===== config.mk =====
export PLATFORM = sky130hd
export DESIGN_NAME = pipelined_cla_adder_flat
export DESIGN_NICKNAME = d
export VERILOG_FILES = /design/src/rtl/pipelined_cla_adder_if.sv /design/src/rtl/pipelined_cla_adder.sv /design/src/flat_wrapper.sv
export SDC_FILE = /design/constraint.sdc
export NUM_CORES = 1
export LEC_CHECK = 0
export CAP_MARGIN = 20
export CELL_PAD_IN_SITES_DETAIL_PLACEMENT = 1
export CELL_PAD_IN_SITES_GLOBAL_PLACEMENT = 2
export CORE_UTILIZATION = 42
export CTS_BUF_LIST = sky130_fd_sc_hd__clkbuf_16
export CTS_CLUSTER_SIZE = 24
export DETAILED_ROUTE_END_ITERATION = 7
export PLACE_DENSITY_LB_ADDON = 0.08
export SLEW_MARGIN = 15
export SYNTH_ARGS = -nofsm -noshare
export SYNTH_HDL_FRONTEND = slang
export SYNTH_SLANG_ARGS = --single-unit

===== constraint.sdc =====
create_clock -name clk -period 4 [get_ports clk]
set_clock_uncertainty 0.2 [all_clocks]
set_input_delay 0.4 -clock clk [delete_from_list [all_inputs] [get_ports clk]]
set_output_delay 0.4 -clock clk [all_outputs]
set_load 0.03 [all_outputs]

===== src/rtl/pipelined_cla_adder_if.sv =====
// Operand/result handshake bundle for pipelined_cla_adder.
// The master supplies operands and accepts results; the slave is the adder itself.
interface pipelined_cla_adder_if #(
    parameter int WIDTH = 16
);
    logic             in_valid;
    logic             in_ready;
    logic [WIDTH-1:0] a;
    logic [WIDTH-1:0] b;
    logic             cin;
    logic             op_sub;
    logic             out_valid;
    logic             out_ready;
    logic [WIDTH-1:0] sum;
    logic             cout;
    logic             ovf;

    modport master (
        output in_valid, a, b, cin, op_sub, out_ready,
        input  in_ready, out_valid, sum, cout, ovf
    );

    modport slave (
        input  in_valid, a, b, cin, op_sub, out_ready,
        output in_ready, out_valid, sum, cout, ovf
    );
endinterface


===== src/rtl/pipelined_cla_adder.sv =====
// Pipelined carry-lookahead add/subtract: one GROUP-bit lookahead group is resolved per stage,
// WIDTH/GROUP stages feed an output register; valid/ready handshake with full backpressure.
module pipelined_cla_adder #(
    parameter int WIDTH = 16,
    parameter int GROUP = 4
) (
    input  logic                 clk,
    input  logic                 rst_n,
    pipelined_cla_adder_if.slave bus
);
    localparam int NS = WIDTH / GROUP;

    if ((WIDTH % GROUP) != 0 || NS < 1) begin : width_check_g
        $error("pipelined_cla_adder: WIDTH must be a positive multiple of GROUP");
    end

    // Returns {group carry out, group sum}; each carry is a flat sum of P/G/cin products.
    function automatic logic [GROUP:0] cla_group(input logic [GROUP-1:0] x,
                                                 input logic [GROUP-1:0] y,
                                                 input logic             ci);
        logic [GROUP-1:0] p;
        logic [GROUP-1:0] g;
        logic [GROUP:0]   c;
        logic             term;
        p = x ^ y;
        g = x & y;
        c = '0;
        for (int i = 0; i <= GROUP; i++) begin
            term = ci;
            for (int k = 0; k < i; k++) term = term & p[k];
            c[i] = term;
            for (int j = 0; j < i; j++) begin
                term = g[j];
                for (int k = j + 1; k < i; k++) term = term & p[k];
                c[i] = c[i] | term;
            end
        end
        return {c[GROUP], p ^ c[GROUP-1:0]};
    endfunction

    logic             stall;
    logic             out_valid_reg;
    logic [WIDTH-1:0] sum_reg;
    logic             cout_reg;
    logic             ovf_reg;

    assign stall         = out_valid_reg & ~bus.out_ready;
    assign bus.in_ready  = ~stall;
    assign bus.out_valid = out_valid_reg;
    assign bus.sum       = sum_reg;
    assign bus.cout      = cout_reg;
    assign bus.ovf       = ovf_reg;

    // Stage gi carries only the operand bits not yet consumed plus the low sum bits already done.
    genvar gi;
    for (gi = 0; gi < NS; gi++) begin : stage_g
        localparam int LO = gi * GROUP;

        logic                valid_reg;
        logic [WIDTH-1:LO]   a_reg;
        logic [WIDTH-1:LO]   b_reg;
        logic                carry_reg;
        logic [GROUP:0]      grp;
        logic [LO+GROUP-1:0] psum_next;

        assign grp = cla_group(a_reg[LO +: GROUP], b_reg[LO +: GROUP], carry_reg);

        if (gi == 0) begin : first_g
            assign psum_next = grp[GROUP-1:0];

            always_ff @(posedge clk or negedge rst_n) begin
                if (!rst_n) begin
                    valid_reg <= 1'b0;
                end else if (!stall) begin
                    valid_reg <= bus.in_valid;
                end
            end

            // Subtract is folded into the operands here: A + ~B + (cin ^ 1).
            always_ff @(posedge clk) begin
                if (!stall) begin
                    a_reg     <= bus.a;
                    b_reg     <= bus.op_sub ? ~bus.b : bus.b;
                    carry_reg <= bus.cin ^ bus.op_sub;
                end
            end
        end else begin : next_g
            logic [LO-1:0] psum_reg;

            assign psum_next = {grp[GROUP-1:0], psum_reg};

            always_ff @(posedge clk or negedge rst_n) begin
                if (!rst_n) begin
                    valid_reg <= 1'b0;
                end else if (!stall) begin
                    valid_reg <= stage_g[gi-1].valid_reg;
                end
            end

            always_ff @(posedge clk) begin
                if (!stall) begin
                    a_reg     <= stage_g[gi-1].a_reg[WIDTH-1:LO];
                    b_reg     <= stage_g[gi-1].b_reg[WIDTH-1:LO];
                    carry_reg <= stage_g[gi-1].grp[GROUP];
                    psum_reg  <= stage_g[gi-1].psum_next;
                end
            end
        end
    end

    logic             last_valid;
    logic [WIDTH-1:0] last_sum;
    logic             last_cout;
    logic             last_ovf;

    assign last_valid = stage_g[NS-1].valid_reg;
    assign last_sum   = stage_g[NS-1].psum_next;
    assign last_cout  = stage_g[NS-1].grp[GROUP];
    // Carry into the MSB is recovered as sum ^ a ^ b at that bit.
    assign last_ovf   = last_sum[WIDTH-1] ^ stage_g[NS-1].a_reg[WIDTH-1]
                      ^ stage_g[NS-1].b_reg[WIDTH-1] ^ last_cout;

    always_ff @(posedge clk or negedge rst_n) begin
        if (!rst_n) begin
            out_valid_reg <= 1'b0;
            sum_reg       <= '0;
            cout_reg      <= 1'b0;
            ovf_reg       <= 1'b0;
        end else if (!stall) begin
            out_valid_reg <= last_valid;
            if (last_valid) begin
                sum_reg  <= last_sum;
                cout_reg <= last_cout;
                ovf_reg  <= last_ovf;
            end
        end
    end
endmodule


===== src/flat_wrapper.sv =====
// flat-port wrapper written by rule: the top's interface ports become plain ports
module pipelined_cla_adder_flat 
#(
    parameter int WIDTH = 16,
    parameter int GROUP = 4
)
  (clk, rst_n, bus_in_valid, bus_a, bus_b, bus_cin, bus_op_sub, bus_out_ready, bus_in_ready, bus_out_valid, bus_sum, bus_cout, bus_ovf);
  pipelined_cla_adder_if #(.WIDTH(WIDTH)) bus_i ();
  input  logic clk;
  input  logic rst_n;
  input wire logic [$bits(bus_i.in_valid)-1:0] bus_in_valid;
  input wire logic [$bits(bus_i.a)-1:0] bus_a;
  input wire logic [$bits(bus_i.b)-1:0] bus_b;
  input wire logic [$bits(bus_i.cin)-1:0] bus_cin;
  input wire logic [$bits(bus_i.op_sub)-1:0] bus_op_sub;
  input wire logic [$bits(bus_i.out_ready)-1:0] bus_out_ready;
  output wire logic [$bits(bus_i.in_ready)-1:0] bus_in_ready;
  output wire logic [$bits(bus_i.out_valid)-1:0] bus_out_valid;
  output wire logic [$bits(bus_i.sum)-1:0] bus_sum;
  output wire logic [$bits(bus_i.cout)-1:0] bus_cout;
  output wire logic [$bits(bus_i.ovf)-1:0] bus_ovf;
  assign bus_i.in_valid = bus_in_valid;
  assign bus_i.a = bus_a;
  assign bus_i.b = bus_b;
  assign bus_i.cin = bus_cin;
  assign bus_i.op_sub = bus_op_sub;
  assign bus_i.out_ready = bus_out_ready;
  assign bus_in_ready = bus_i.in_ready;
  assign bus_out_valid = bus_i.out_valid;
  assign bus_sum = bus_i.sum;
  assign bus_cout = bus_i.cout;
  assign bus_ovf = bus_i.ovf;
  pipelined_cla_adder #(.WIDTH(WIDTH), .GROUP(GROUP)) u_core (.clk(clk), .rst_n(rst_n), .bus(bus_i));
endmodule

==> run metrics, run 1 <==
status=completed; RePlAce Congestion=0.6617; Detailed Routing Iterations Pass 1=4; Min-Delay Path Class=reg -> reg; CTS clock-pin slew for the worst setup and hold paths=50 ps; Ports=58; CTS tree=yes; Slew Viols, Final=0; vias=2247; CTS sink count=131; Avg WL per Cell=14.74 µm; Post-synth top cells=edfxtp_1 (108), dfrtp_1 (23), xor2_1 (21); Crit Path Max Fanout=26; CP Class=in -> out; synthesized net count=314; maximum clock path buffer count=2; Fin. Hold Viols=0; DRC=0; nature of the critical path startpoint=primary input; Avg Cell Area, Syn=19.40 µm²; Hold Crit Start=u_core.stage_g[0].b_reg[12]; grt ovf=0; Initial Utilization=0.4300; reg2reg start=u_core.stage_g[3].b_reg[12]; WP data required=3400 ps; worst skew pair latency=400 ps; layout cells sized above 1=0.1504; Critical Path AT=1950 ps; peak supply drop=0.5440 mV; synthesized instance count=252; Setup crit end kind=primary output; Post-DRT Antenna Nets=0; Warnings, synthesis=0; max_cap viols=0; H-tree levels=4; Setup Fix Bufs, Post-CTS=0; endpoints failing setup=0; Worst setup startpoint=bus_out_ready; initial antenna violation count=0; Die X-Extent=109.9 µm; leakage=0.002334 µW; largest cells by area after synthesis=edfxtp_1 (66%), dfrtp_1 (12%), ha_1 (5.1%); Clock Root Buffer=clkbuf_16; post-synthesis sequential area ratio=0.7812; total power=4960 µW; Synth cell types=25; Post-synth EDFFs=108; Tcrit/Tclk final=0.6387; area leader, netlist=edfxtp_1; final WL=7.105 mm; layout overhead on the synthesized area=26.39%; FFs w/ async S/R, synth=0.1756; GRT Util Overall=0.1331; CTS Buf Count=17; fin nets=388; fmax=0.3914 GHz; RSZ-0062 raised after global routing=false; synthesized area=4888 µm²; Max transition margin=0.3170; Period minus WS final=2555 ps; Synth Flop Type=edfxtp_1; setup tns final=0 ps; Post-DP HPWL=4.475 mm; die height=109.9 µm; DIE AREA=12070 µm²; Placed Cells=449; cell area power density=802.8 nW/µm²; initial DRC count=113; largest net degree at the start of global routing=58; final worst slack=1445 ps; most frequent cell after synthesis=edfxtp_1; number of diodes=0; synthesis-stage register bit count=131; IO buf count=57; core area=11370 µm²; Slew @ Worst Pin=1021 ps; Rows=39; vias in the first global route=2327; first-pass GRT wire length=11.20 mm; Place WS=1287 ps; share of the synthesized area in the top cell type=0.6634; Via density=4.662; non-filler cells, final=482
metal layers:
layer	vias up	wire (µm)	global-route usage
met5	-	0	0
met2	51	3689	0.2205
met1	1102	2998	0.1426
met4	0	46	0.06000
li1	1090	-	-
met3	4	371	0.06580
cell families (layout without fill, tap and decap cells):
| kind of cell | count (synthesis) | after routing | share of synthesized area |
|---|---|---|---|
| flip-flops | 131 | 131 | 0.7812 |
| XOR/XNOR | 27 | 27 | 0.04838 |
| AND/OR/NAND/NOR | 26 | 26 | 0.02790 |
| adder cells (fa/ha/maj) | 24 | 24 | 0.06757 |
| AO/OA/AOI/OAI | 22 | 22 | 0.02943 |
| multiplexers | 17 | 17 | 0.03916 |
| buffers and inverters | 5 | 92 | 0.006399 |
repair_timing:
action / 4_1_cts / 5_1_grt
gates resized for setup: 0 / 0
endpoints found under the setup margin: 0 / 0
endpoints found under the hold margin: 0 / 23
hold buffers: 0 / 1
worst paths after layout:
check                                              endpoint  slack, ps  cells past startpoint
max in group asynchronous                 u_core.bus.sum[5]       2920                      2
min in group asynchronous                 u_core.bus.sum[9]        310                      2
worst min register to register  u_core.stage_g[1].b_reg[12]        220                      0
worst max-delay path                           bus_in_ready       1450                      3
worst max register to register               u_core.bus.ovf       1660                      6
worst min-delay path            u_core.stage_g[1].b_reg[12]        220                      0
cell usage in the layout (no fill, tap or decap), types with 2 or more instances in the layout:
cell type	count
fa_1	4
edfxtp_1	108
inv_1	2
nand2_1	7
xor2_1	21
dfrtp_1	23
clkdlybuf4s50_1	56
nor3_1	3
buf_4	2
o21ai_0	9
ha_1	20
o21a_1	6
clkinvlp_4	4
nor2_1	6
inv_6	2
mux2_2	17
a21oi_1	2
clkinv_4	2
clkinv_1	3
nand2b_1	5
xnor2_1	6
clkbuf_16	17
power by group:
group / internal, µW / leakage [µW] / switching, µW / total, µW
clock: 845 / 0.000261 / 556 / 1400
sequential: 2120 / 0.00136 / 187 / 2300
combinational: 571 / 0.000717 / 686 / 1260
final cells by class:
cell class | instances | area (µm²)
repair buffers | 60 | 590.6
clock inverters | 15 | 118.9
fillers | 1046 | 5191
clock buffers | 17 | 425.4
multi-input cells | 116 | 1046
flip-flops and latches | 131 | 3819
well taps | 143 | 178.9
worst max-delay path: stages:
cell and delay (ps):
clkdlybuf4s50_1 450, nand2b_4 340, clkdlybuf4s50_1 750
per-stage QoR:
stage / instance area (µm²) / util / hold WS (ps)
global route: 6178 / 0.5434 / 222.2
floorplan: 4888 / - / -95.59
detailed placement: 5629 / 0.4951 / 206.2
global placement: 5629 / 0.4951 / 200.1
finish: 6178 / 0.5434 / 217.1
CTS: 6173 / 0.5430 / 216.9
Power figures use the tool's default switching activity.
==> run 2, diff against run 1 <==
- clock period: 4 -> 2.39 ns (I/O delays scaled with it)
==> run 2 against run 1 <==
  * Critical endpoint is now u_core.bus.ovf
  * Highest routed layer unchanged
  * Hold slack lost 35 ps
  * Die area is the same
  * Global-route usage grew 0.25 points
  * Via count grew 4.0%
  * First-iteration DRC count shrank 39%
  * Non-clock buffer count grew 3
==> run metrics, run 2 (synthesized netlist as in run 1, its figures left out) <==
GRT Util Overall=0.1356 (+0.002501); Fin. Hold Viols=0 (unchanged); IO buf count=57 (unchanged); maximum clock path buffer count=2 (unchanged); CP max stage delay=490 ps (-260 ps); fmax=0.4353 GHz; Critical Path AT=2420 ps (+470 ps); Post-DP HPWL=4.571 mm (+2.2%); Max transition margin=0.7581 (+0.4411); Min-Delay Path Class=in -> reg; core area=11370 µm² (unchanged); Tcrit/Tclk final=0.9612; Post-DRT Antenna Nets=0 (unchanged); Sw Ratio=0.2793 (-0.008715); vias in the first global route=2377 (+2.1%); grt ovf=0 (unchanged); first-pass GRT wire length=11.41 mm (+1.8%); Setup crit end=u_core.bus.ovf; CP Class=reg -> reg; DIE AREA=12070 µm² (unchanged); Setup crit end kind=register; die height=109.9 µm (unchanged); worst skew pair latency=410 ps (about the same); Slew @ Worst Pin=361.7 ps (-659.6 ps); Clock Root Buffer=clkbuf_16; placed cell areas=5687 µm² (+1.0%); Via density=4.819 (+3.4%); largest net degree at the start of global routing=68 (+17%); H-tree levels=4 (unchanged); most frequent CP cell=ha_1; status=completed; Placed Cells=452 (+0.67%); nature of the critical path startpoint=register; worst path cell trace=ha_1 > ha_1 > o211a_1 > or4_4 > and4_4 > o31ai_2; fin nets=391 (+0.77%); Period minus WS final=2297 ps; Detailed Routing Iterations Pass 1=4 (unchanged); reg-to-reg slack, setup=90 ps (-1570 ps); reg2reg start=u_core.stage_g[3].b_reg[12]; layout cells sized above 1=0.1696 (+0.01915); Setup Fix Bufs, Post-CTS=0 (unchanged); RSZ-0062 raised after global routing=false; layout overhead on the synthesized area=28.64%; CTS sink count=131 (unchanged); CTS Buf Count=17 (unchanged); leakage=0.002385 µW (+2.2%); P_sw=2393 µW (+67%); post-cts resize count=0 (unchanged); commonest non-fill, non-tap cell in the layout=edfxtp_1; max_cap viols=0 (unchanged); hold buffers post-CTS=1 (+1); worst-case reg-to-reg path depth=6 (unchanged); Reg-to-Reg End=u_core.bus.ovf; setup tns final=0 ps (unchanged); final instance area=6289 µm² (+1.8%); initial antenna violation count=0 (unchanged); final WL=7.227 mm (+1.7%); WP data required=2510 ps (-890 ps); CTS tree=yes; Die X-Extent=109.9 µm (unchanged); Initial Utilization=0.4300 (unchanged); non-filler cells, final=485 (+0.62%); Rows=39 (unchanged); clock power share=0.298 (+0.015); cell area power density=1362 nW/µm² (+70%); Comb power frac=0.254 (about the same); CP max-delay cell=or4_4; Slew Viols, Final=0 (unchanged); most frequent cells in the layout=edfxtp_1 (108), clkdlybuf4s50_1 (56), dfrtp_1 (23); endpoints failing setup=0 (unchanged); number of diodes=0 (unchanged); DRC=0 (unchanged); initial DRC count=69 (-39%); RePlAce Congestion=0.6633 (+0.24%); peak supply drop=0.7079 mV (+30%); Ports=58 (unchanged); CTS clock-pin slew for the worst setup and hold paths=60 ps (about the same); Crit Path Max Fanout=3 (-88%); vias=2337 (+4.0%); # fillers=1052 (+0.57%); Avg WL per Cell=14.90 µm (+1.1%); Worst setup startpoint=u_core.stage_g[3].b_reg[12]; register share of total power=0.449 (-0.015); Internal=6174 µW (+75%)
## run 2: metal layers
metal  GRT usage  routed length (µm)  vias to the layer above
met5           0                   0                        -
met4     0.08857                 155                        0
met3     0.05098                 360                       15
met2      0.2335                3873                       52
met1      0.1368                2839                     1169
li1            -                   -                     1101
## run 2: worst max-delay path, delay by kind of cell (launching register included)
| kind | cells | cell delay [ps] |
|---|---|---|
| adders and majority gates | 2 | 550 |
| DFF | 1 | 420 |
| and+or+nand+nor | 2 | 670 |
| AOI/OAI and AO/OA | 2 | 370 |
## run 2: how the worst min path moves through the flow
stage	start	to	slack [ps]	depth (start not counted)
after floorplan	rst_n	u_core.bus.cout	-260	0
after global placement	u_core.stage_g[0].b_reg[6]	u_core.stage_g[1].b_reg[6]	200	0
after detailed placement	u_core.stage_g[0].b_reg[11]	u_core.stage_g[1].b_reg[11]	210	0
after CTS	bus_a[3]	u_core.stage_g[0].a_reg[3]	170	1
after global routing	bus_a[10]	u_core.stage_g[0].a_reg[10]	170	1
final	bus_a[0]	u_core.stage_g[0].a_reg[0]	180	1
## run 2: final cells by class
cell class | count | area, µm² | share of cell area
Sequential cell | 131 | 3819 | 0.6072
Multi-Input combinational cell | 116 | 1046 | 0.1663
Timing Repair Buffer | 63 | 653.1 | 0.1039
Clock buffer | 17 | 425.4 | 0.06765
Tap cell | 143 | 178.9 | 0.02845
Clock inverter | 15 | 166.4 | 0.02646
## run 2: power groups by stage
stage / clock network [µW] / registers, µW / logic [µW]
2_1_floorplan: 0 / 4120 / 1140
3_3_place_gp: 0 / 3840 / 2140
3_5_place_dp: 0 / 3900 / 2210
4_1_cts: 2620 / 3860 / 2230
5_1_grt: 2710 / 3940 / 2400
6_report: 2550 / 3840 / 2180
## run 2: metrics by stage
stage	power (µW)	utilization	hold slack (ps)	setup WS (ps)
6_report	8567	0.5531	181.9	92.62
5_1_grt	9050	0.5531	167.1	1.350
4_1_cts	8710	0.5531	165.3	84.46
3_5_place_dp	6107	0.5002	205.6	105.0
3_3_place_gp	5973	0.5002	200.3	130.3
2_1_floorplan	5263	-	-256.6	41.29
